**config.mk**
```make
export PLATFORM = sky130hd
export DESIGN_NAME = mem_arbiter_flat
export DESIGN_NICKNAME = d
export VERILOG_FILES = /design/src/rtl/mem_arbiter_if.sv /design/src/rtl/mem_arbiter.sv /design/src/flat_wrapper.sv
export SDC_FILE = /design/constraint.sdc
export NUM_CORES = 1
export LEC_CHECK = 0
export ABC_AREA = 1
export BUFFER_PORTS_ARGS = -buffer_cell sky130_fd_sc_hd__buf_2
export CORE_MARGIN = 5
export CORE_UTILIZATION = 50
export DETAILED_ROUTE_END_ITERATION = 10
export PLACE_DENSITY = 0.78
export SETUP_SLACK_MARGIN = 0.02
export SYNTH_ARGS = -nofsm -noshare
export SYNTH_HDL_FRONTEND = slang
export SYNTH_SLANG_ARGS = --single-unit
```
**constraint.sdc**
```tcl
create_clock -name clock -period 3.3 [get_ports clock]
set_input_delay 0.33 -clock clock [delete_from_list [all_inputs] [get_ports clock]]
set_output_delay 0.33 -clock clock [all_outputs]
set_load 0.01 [all_outputs]
```
**src/rtl/mem_arbiter_if.sv**
```systemverilog
// Signal bundle between the two CPU requester ports (imem/dmem), mem_arbiter and the shared slave port.
// The slave modport is the arbiter's view; the master modport is the requester/slave environment's view.
interface mem_arbiter_if #(
  parameter int ADDR_WIDTH = 32,
  parameter int DATA_WIDTH = 32
);
  localparam int STRB_WIDTH = DATA_WIDTH / 8;

  logic                  imem_valid;
  logic                  imem_instr;
  logic [ADDR_WIDTH-1:0] imem_addr;
  logic [DATA_WIDTH-1:0] imem_wdata;
  logic [STRB_WIDTH-1:0] imem_wstrb;
  logic [DATA_WIDTH-1:0] imem_rdata;
  logic                  imem_ready;

  logic                  dmem_valid;
  logic                  dmem_instr;
  logic [ADDR_WIDTH-1:0] dmem_addr;
  logic [DATA_WIDTH-1:0] dmem_wdata;
  logic [STRB_WIDTH-1:0] dmem_wstrb;
  logic [DATA_WIDTH-1:0] dmem_rdata;
  logic                  dmem_ready;

  logic                  mem_valid;
  logic                  mem_instr;
  logic [ADDR_WIDTH-1:0] mem_addr;
  logic [DATA_WIDTH-1:0] mem_wdata;
  logic [STRB_WIDTH-1:0] mem_wstrb;
  logic [DATA_WIDTH-1:0] mem_rdata;
  logic                  mem_ready;

  modport slave (
    input  imem_valid, imem_instr, imem_addr, imem_wdata, imem_wstrb,
    output imem_rdata, imem_ready,
    input  dmem_valid, dmem_instr, dmem_addr, dmem_wdata, dmem_wstrb,
    output dmem_rdata, dmem_ready,
    output mem_valid, mem_instr, mem_addr, mem_wdata, mem_wstrb,
    input  mem_rdata, mem_ready
  );

  modport master (
    output imem_valid, imem_instr, imem_addr, imem_wdata, imem_wstrb,
    input  imem_rdata, imem_ready,
    output dmem_valid, dmem_instr, dmem_addr, dmem_wdata, dmem_wstrb,
    input  dmem_rdata, dmem_ready,
    input  mem_valid, mem_instr, mem_addr, mem_wdata, mem_wstrb,
    output mem_rdata, mem_ready
  );
endinterface

```
**src/rtl/mem_arbiter.sv**
```systemverilog
// Shares one slow memory slave between the CPU imem and dmem ports: one outstanding transaction,
// losing requests buffered, completions routed only to the owning requester.
module mem_arbiter #(
  parameter int ADDR_WIDTH  = 32,
  parameter int DATA_WIDTH  = 32,
  parameter bit ROUND_ROBIN = 1'b1
) (
  input  logic         clock,
  input  logic         reset,
  mem_arbiter_if.slave bus
);
  localparam int STRB_WIDTH = DATA_WIDTH / 8;

  localparam logic [0:0] IDLE = 1'b0;
  localparam logic [0:0] BUSY = 1'b1;

  localparam logic PORT_I = 1'b0;
  localparam logic PORT_D = 1'b1;

  typedef struct packed {
    logic                  instr;
    logic [ADDR_WIDTH-1:0] addr;
    logic [DATA_WIDTH-1:0] wdata;
    logic [STRB_WIDTH-1:0] wstrb;
  } req_t;

  logic [0:0] state_q, state_d;
  logic       owner_q, owner_d;
  logic       last_grant_q, last_grant_d;
  logic       pend_i_q, pend_i_d;
  logic       pend_d_q, pend_d_d;
  req_t       pbuf_i_q, pbuf_i_d;
  req_t       pbuf_d_q, pbuf_d_d;
  logic       mem_valid_q, mem_valid_d;
  req_t       mem_req_q, mem_req_d;

  req_t live_i_s, live_d_s, sel_i_s, sel_d_s;
  logic owns_i_s, owns_d_s, new_i_s, new_d_s, cand_i_s, cand_d_s;
  logic grant_ok_s, grant_s, win_d_s, cpl_s;

  assign live_i_s = {bus.imem_instr, bus.imem_addr, bus.imem_wdata, bus.imem_wstrb};
  assign live_d_s = {bus.dmem_instr, bus.dmem_addr, bus.dmem_wdata, bus.dmem_wstrb};
  assign sel_i_s  = pend_i_q ? pbuf_i_q : live_i_s;
  assign sel_d_s  = pend_d_q ? pbuf_d_q : live_d_s;

  // A requester that still owns the slave (not completing this cycle) or already has a buffered
  // request may not inject another one; such a pulse is dropped.
  assign owns_i_s   = (state_q == BUSY) && (owner_q == PORT_I) && !bus.mem_ready;
  assign owns_d_s   = (state_q == BUSY) && (owner_q == PORT_D) && !bus.mem_ready;
  assign new_i_s    = bus.imem_valid && !pend_i_q && !owns_i_s;
  assign new_d_s    = bus.dmem_valid && !pend_d_q && !owns_d_s;
  assign cand_i_s   = pend_i_q || new_i_s;
  assign cand_d_s   = pend_d_q || new_d_s;
  assign grant_ok_s = (state_q == IDLE) || bus.mem_ready;
  assign grant_s    = grant_ok_s && (cand_i_s || cand_d_s);
  assign cpl_s      = (state_q == BUSY) && bus.mem_ready;

  // Winner selection: 1 means dmem wins
  always_comb begin
    if (cand_i_s && cand_d_s) begin
      if (ROUND_ROBIN) begin
        win_d_s = (last_grant_q == PORT_I);
      end else begin
        win_d_s = 1'b1;
      end
    end else begin
      win_d_s = cand_d_s;
    end
  end

  // Next-state: capture new requests, then issue the winner and release its buffer
  always_comb begin
    state_d      = state_q;
    owner_d      = owner_q;
    last_grant_d = last_grant_q;
    pend_i_d     = pend_i_q;
    pend_d_d     = pend_d_q;
    pbuf_i_d     = pbuf_i_q;
    pbuf_d_d     = pbuf_d_q;
    mem_valid_d  = 1'b0;
    mem_req_d    = mem_req_q;
    if (new_i_s) begin
      pend_i_d = 1'b1;
      pbuf_i_d = live_i_s;
    end else begin
      pend_i_d = pend_i_q;
    end
    if (new_d_s) begin
      pend_d_d = 1'b1;
      pbuf_d_d = live_d_s;
    end else begin
      pend_d_d = pend_d_q;
    end
    if (grant_s) begin
      mem_valid_d  = 1'b1;
      state_d      = BUSY;
      owner_d      = win_d_s;
      last_grant_d = win_d_s;
      if (win_d_s) begin
        mem_req_d = sel_d_s;
        pend_d_d  = 1'b0;
      end else begin
        mem_req_d = sel_i_s;
        pend_i_d  = 1'b0;
      end
    end else if (grant_ok_s) begin
      state_d = IDLE;
    end else begin
      state_d = state_q;
    end
  end

  // State registers with synchronous reset
  always_ff @(posedge clock) begin
    if (reset) begin
      state_q      <= IDLE;
      owner_q      <= PORT_I;
      last_grant_q <= PORT_I;
      pend_i_q     <= 1'b0;
      pend_d_q     <= 1'b0;
      pbuf_i_q     <= '0;
      pbuf_d_q     <= '0;
      mem_valid_q  <= 1'b0;
      mem_req_q    <= '0;
    end else begin
      state_q      <= state_d;
      owner_q      <= owner_d;
      last_grant_q <= last_grant_d;
      pend_i_q     <= pend_i_d;
      pend_d_q     <= pend_d_d;
      pbuf_i_q     <= pbuf_i_d;
      pbuf_d_q     <= pbuf_d_d;
      mem_valid_q  <= mem_valid_d;
      mem_req_q    <= mem_req_d;
    end
  end

  assign bus.mem_valid = mem_valid_q;
  assign bus.mem_instr = mem_req_q.instr;
  assign bus.mem_addr  = mem_req_q.addr;
  assign bus.mem_wdata = mem_req_q.wdata;
  assign bus.mem_wstrb = mem_req_q.wstrb;

  // Completion is passed through combinationally, only to the owner
  assign bus.imem_ready = cpl_s && (owner_q == PORT_I);
  assign bus.dmem_ready = cpl_s && (owner_q == PORT_D);
  assign bus.imem_rdata = (cpl_s && (owner_q == PORT_I)) ? bus.mem_rdata : '0;
  assign bus.dmem_rdata = (cpl_s && (owner_q == PORT_D)) ? bus.mem_rdata : '0;
endmodule

```
**src/flat_wrapper.sv**
```systemverilog
// flat-port wrapper written by rule: the top's interface ports become plain ports
module mem_arbiter_flat 
#(
  parameter int ADDR_WIDTH  = 32,
  parameter int DATA_WIDTH  = 32,
  parameter bit ROUND_ROBIN = 1'b1
)
  (clock, reset, bus_imem_valid, bus_imem_instr, bus_imem_addr, bus_imem_wdata, bus_imem_wstrb, bus_imem_rdata, bus_imem_ready, bus_dmem_valid, bus_dmem_instr, bus_dmem_addr, bus_dmem_wdata, bus_dmem_wstrb, bus_dmem_rdata, bus_dmem_ready, bus_mem_valid, bus_mem_instr, bus_mem_addr, bus_mem_wdata, bus_mem_wstrb, bus_mem_rdata, bus_mem_ready);
  mem_arbiter_if #(.ADDR_WIDTH(ADDR_WIDTH), .DATA_WIDTH(DATA_WIDTH)) bus_i ();
  input  logic clock;
  input  logic reset;
  input wire logic [$bits(bus_i.imem_valid)-1:0] bus_imem_valid;
  input wire logic [$bits(bus_i.imem_instr)-1:0] bus_imem_instr;
  input wire logic [$bits(bus_i.imem_addr)-1:0] bus_imem_addr;
  input wire logic [$bits(bus_i.imem_wdata)-1:0] bus_imem_wdata;
  input wire logic [$bits(bus_i.imem_wstrb)-1:0] bus_imem_wstrb;
  output wire logic [$bits(bus_i.imem_rdata)-1:0] bus_imem_rdata;
  output wire logic [$bits(bus_i.imem_ready)-1:0] bus_imem_ready;
  input wire logic [$bits(bus_i.dmem_valid)-1:0] bus_dmem_valid;
  input wire logic [$bits(bus_i.dmem_instr)-1:0] bus_dmem_instr;
  input wire logic [$bits(bus_i.dmem_addr)-1:0] bus_dmem_addr;
  input wire logic [$bits(bus_i.dmem_wdata)-1:0] bus_dmem_wdata;
  input wire logic [$bits(bus_i.dmem_wstrb)-1:0] bus_dmem_wstrb;
  output wire logic [$bits(bus_i.dmem_rdata)-1:0] bus_dmem_rdata;
  output wire logic [$bits(bus_i.dmem_ready)-1:0] bus_dmem_ready;
  output wire logic [$bits(bus_i.mem_valid)-1:0] bus_mem_valid;
  output wire logic [$bits(bus_i.mem_instr)-1:0] bus_mem_instr;
  output wire logic [$bits(bus_i.mem_addr)-1:0] bus_mem_addr;
  output wire logic [$bits(bus_i.mem_wdata)-1:0] bus_mem_wdata;
  output wire logic [$bits(bus_i.mem_wstrb)-1:0] bus_mem_wstrb;
  input wire logic [$bits(bus_i.mem_rdata)-1:0] bus_mem_rdata;
  input wire logic [$bits(bus_i.mem_ready)-1:0] bus_mem_ready;
  assign bus_i.imem_valid = bus_imem_valid;
  assign bus_i.imem_instr = bus_imem_instr;
  assign bus_i.imem_addr = bus_imem_addr;
  assign bus_i.imem_wdata = bus_imem_wdata;
  assign bus_i.imem_wstrb = bus_imem_wstrb;
  assign bus_imem_rdata = bus_i.imem_rdata;
  assign bus_imem_ready = bus_i.imem_ready;
  assign bus_i.dmem_valid = bus_dmem_valid;
  assign bus_i.dmem_instr = bus_dmem_instr;
  assign bus_i.dmem_addr = bus_dmem_addr;
  assign bus_i.dmem_wdata = bus_dmem_wdata;
  assign bus_i.dmem_wstrb = bus_dmem_wstrb;
  assign bus_dmem_rdata = bus_i.dmem_rdata;
  assign bus_dmem_ready = bus_i.dmem_ready;
  assign bus_mem_valid = bus_i.mem_valid;
  assign bus_mem_instr = bus_i.mem_instr;
  assign bus_mem_addr = bus_i.mem_addr;
  assign bus_mem_wdata = bus_i.mem_wdata;
  assign bus_mem_wstrb = bus_i.mem_wstrb;
  assign bus_i.mem_rdata = bus_mem_rdata;
  assign bus_i.mem_ready = bus_mem_ready;
  mem_arbiter #(.ADDR_WIDTH(ADDR_WIDTH), .DATA_WIDTH(DATA_WIDTH), .ROUND_ROBIN(ROUND_ROBIN)) u_core (.clock(clock), .reset(reset), .bus(bus_i));
endmodule
```
# After elaboration in Yosys (flattened, before gate mapping)
# Cells that the tools add are included.
[op_classes]
mux = 15
bitwise_logic = 2
reduce_logical = 23
[ops]
columns = ["operator", "count"]
rows = [
  ["2-to-1 mux 69 bit", 3],
  ["2-to-1 mux 32 bit", 2],
  ["logical AND 1 bit", 13],
  ["2-to-1 mux 1 bit", 10],
  ["logical NOT 1 bit", 5],
  ["logical OR 1 bit", 4],
  ["NOT 1 bit", 2],
  ["nonzero test 2 bit", 1],
]
[totals]
ff_bits = 212
inputBits = 175
wordCells = 57

# Logic depth before layout (Yosys ltp)
[depth]
word_depth = 10
mapped_depth = 10
depth_no_buf = 9

# Worst setup path before layout
# OpenSTA, ideal clock, no wires.
[synth_path]
path_kind = "register to output"
start = "reg u_core.owner_q"
end = "out bus_dmem_rdata[10]"
arrival_ns = 1.377
t_required_ns = 2.970
setup_slack_ns = 1.593
path_stages_with_launch = 6
path_buffers = 1
path_cell_list = "dfxtp_1 > inv_2 > nor3_1 > inv_1 > clkbuf_1 > nor2_1"
[synth_between]
elab_chain_cells = 2
[synth_rtl]
columns = ["item", "line_no", "rtl"]
rows = [
  ["start: declaration", "mem_arbiter.sv:28", "logic owner_q, owner_d;"],
  ["start signal: assignment", "mem_arbiter.sv:127", "owner_q <= owner_d;"],
  ["logical AND 1 bit", "n/a", ""],
  ["net bus_dmem_ready", "flat_wrapper.sv:25", "output wire logic [$bits(bus_i.dmem_ready)-1:0] bus_dmem_ready;"],
  ["2-to-1 mux 32 bit", "mem_arbiter.sv:148", "assign bus.dmem_rdata = (cpl_s && (owner_q == PORT_D)) ? bus.mem_rdata : '0;"],
  ["end: declaration", "flat_wrapper.sv:24", "output wire logic [$bits(bus_i.dmem_rdata)-1:0] bus_dmem_rdata;"],
]
# The timed path passes the listed nets, and every way through them passes these cells.

# Final worst setup path
[layout_path]
start = "reg u_core.pend_d_q"
end = "reg u_core.mem_req_q (netlist bit u_core.bus.mem_addr[30])"
[layout_between]
elab_chain_cells = 7
[layout_rtl]
columns = ["item", "line_no", "rtl"]
rows = [
  ["start: declaration", "mem_arbiter.sv:31", "logic pend_d_q, pend_d_d;"],
  ["start signal: assignment", "mem_arbiter.sv:130", "pend_d_q <= pend_d_d;"],
  ["logical NOT 1 bit", "mem_arbiter.sv:51", "assign new_d_s = bus.dmem_valid && !pend_d_q && !owns_d_s;"],
  ["logical AND 1 bit (2 in series)", "mem_arbiter.sv:51", ""],
  ["logical OR 1 bit", "mem_arbiter.sv:53", "assign cand_d_s = pend_d_q || new_d_s;"],
  ["logical AND 1 bit", "mem_arbiter.sv:60", "if (cand_i_s && cand_d_s) begin"],
  ["2-to-1 mux 1 bit", "mem_arbiter.sv:60", ""],
  ["2-to-1 mux 69 bit", "mem_arbiter.sv:99", "if (win_d_s) begin"],
  ["end signal: assignment", "mem_arbiter.sv:134", "mem_req_q <= mem_req_d;"],
  ["end: declaration", "mem_arbiter.sv:35", "req_t mem_req_q, mem_req_d;"],
]
# Parallel ways exist; a longest one is shown, timed or not.
# A chain may end at the register's enable or synchronous reset.

==> impl_metrics.toml <==
[clock_tree]
clock_sinks = 212
tritoncts = "done"
cts_buffer_depth = 3
hold_buffers = 0
root_buffer = "clkbuf_16"
cts_resized = 0
cts.clk_slew.worst_paths_ns = 0.06
htreeDepth = 1
cts_setup_buffers = 0
numCtsBuffers = 24
clk_latency_ns = 0.52

[layout]
layout_common_cells = "533 x nand2_1, 310 x buf_2, 218 x o21ai_0"
drive_gt1_frac = 0.2015
nets = 2038
fillCellCount = 1962
area_delta_synth_final_pct = 21.91
instances_no_fill = 2153
final_common_cell = "nand2_1"

[sta]
clock_skew_ns = 0.01181
min_period_ns = 2.560
rsz0062_at_grt = "false"
slew_violations = 0
fin_crit_sh = 0.7756
relSlewSlack = 0.3910
fmax_mhz = 390.7
worstMarginPinSlew_ns = 0.9125
finalHoldViolations = 0
holdWs_ns = 0.07118
finalSetupViolCount = 0
finalSetupTns_ns = 0

[min_path]
hold_path.class = "primary input to flip-flop"

[grt]
grt_pass1_vias = 10290
grt.overflow.total = 0
grt_start_max_net_pins = 94
grt.total_usage = 0.2530
grt_first_pass_wirelength_um = 51080
antenna_found_initial = 1

[worst_setup_path]
worstPathMaxFanout = 50
start_kind = "flip-flop"
path_class = "flip-flop to flip-flop"
endpoint_kind = "flip-flop"
cp.arrival_ns = 2.98
cp.required_ns = 3.72
r2r_slack_ns = 0.74

[die]
ios = 311
fp.dieW_um = 153.9
core_area_um2 = 20300
initial_core_util = 0.5102
num_rows = 52
dieHeight_um = 153.9
dieArea_um2 = 23690

[yosys]
ys_seq_elements = 212
netlist_area_um2 = 10360
synth_edf_count = 0
synth.avg_cell_area_um2 = 6.339
ys_seq_area_frac = 0.4098
synth_cell_types = 21
syn_nets = 1809
async_reset_ff_frac = 0
ys.flop_type = "dfxtp_1"
ys_warn_count = 0
synthCells = 1634

[power]
fin_total_pwr_uw = 7670
power_leakage_uw = 0.006533
max-vdd-ir-drop_mv = 0.4763
power.density_nw_per_um2 = 607.5

[routing]
avgViaCountPerCell = 5.161
wl_per_cell_um = 14.91
drt_iter0_markers = 906
drtPass1Iterations = 5
wl_um = 32100
vias = 11110
drt.antenna.violating_nets = 0
drc_errors = 0

[status]
status = "finished, final reports clean"

[placement]
dp_hpwl_um = 21350
gp_congestion = 0.8561
io_buffers = 310
place_inst = 2107

[flow_run]
cap_viol_max_count = 0
-- critical path, cell delays in order (launching register included) --
cell	delay [ns]
dfxtp_4	0.44
inv_2	0.45
nand2_4	0.38
nand2_4	0.60
buf_12	0.25
nand2_1	0.07
nand2_1	0.05
nand2_1	0.05
a21oi_1	0.16
-- synthesized netlist by cell type, types with 4 or more instances --
cell,n,area (um^2)
a21oi_1,153,765.7
buf_2,41,205.2
buf_4,11,82.58
buf_6,7,78.83
clkbuf_1,61,229.0
dfxtp_1,212,4244
inv_1,122,457.9
inv_2,5,18.77
nand2_1,533,2001
nand2_2,4,25.02
nand3_1,73,365.4
nor2_1,183,686.9
o21ai_0,218,1091
-- per-layer routing --
layer / track usage / share of wire / vias up
li1: - / - / 5604
met1: 0.3389 / 0.43 / 5047
met2: 0.4178 / 0.47 / 400
met3: 0.04216 / 0.073 / 61
met4: 0.08158 / 0.027 / 0
met5: 0 / 0 / -
-- stage by stage --
step	setup WS, ns	instance area (um^2)	utilization
2_1_floorplan	1.593	10360	-
3_3_place_gp	0.8826	11820	0.5820
3_5_place_dp	0.8207	11820	0.5820
4_1_cts	0.7566	12620	0.6218
5_1_grt	0.5480	12620	0.6219
6_report	0.7405	12630	0.6220
-- kinds of logic (layout without fill, tap and decap cells) --
kind of cell,count (synthesis),in the layout,synth area share
simple gates,801,801,0.3049
flops,212,212,0.4098
compound gates,372,372,0.1808
other cells,0,2,0
buf+inv,249,496,0.1045
-- flip-flops by register name, indices dropped and copies added, names as in the netlist --
register,flops
u_core.pend_d_q,1
u_core.pbuf_i_q,69
u_core.bus.mem_valid,1
u_core.owner_q,1
u_core.pbuf_d_q,69
u_core.pend_i_q,1
u_core.bus.mem_wdata,32
u_core.bus.mem_wstrb,4
u_core.bus.mem_instr,1
u_core.bus.mem_addr,32
u_core.state_q,1
-- area by class of cell --
| type | count | area [um^2] | share of cell area |
|---|---|---|---|
| multi-input combinational | 1173 | 5031 | 0.3984 |
| sequential | 212 | 4252 | 0.3367 |
| timing repair buffer | 325 | 1714 | 0.1358 |
| clock buffer | 39 | 728.2 | 0.05767 |
| inverter | 127 | 480.5 | 0.03805 |
| tap | 270 | 337.8 | 0.02675 |
| clock inverter | 5 | 78.83 | 0.006243 |
| antenna | 2 | 5.005 | 0.0003964 |
-- worst paths after layout --
path,start,endpoint,depth (start not counted)
setup / recovery,u_core.pend_d_q,u_core.bus.mem_addr[30],8
hold / removal,bus_dmem_wstrb[1],u_core.pbuf_d_q[1],3
setup reg to reg,u_core.pend_d_q,u_core.bus.mem_addr[30],8
hold reg to reg,u_core.bus.mem_wdata[20],u_core.bus.mem_wdata[20],2
-- power breakdown --
part	switching [uW]	internal [uW]
Sequential	199	2900
Clock	1060	1660
Combinational	1220	632
Total	2480	5190
No activity file was read; power rests on OpenSTA's default activity.
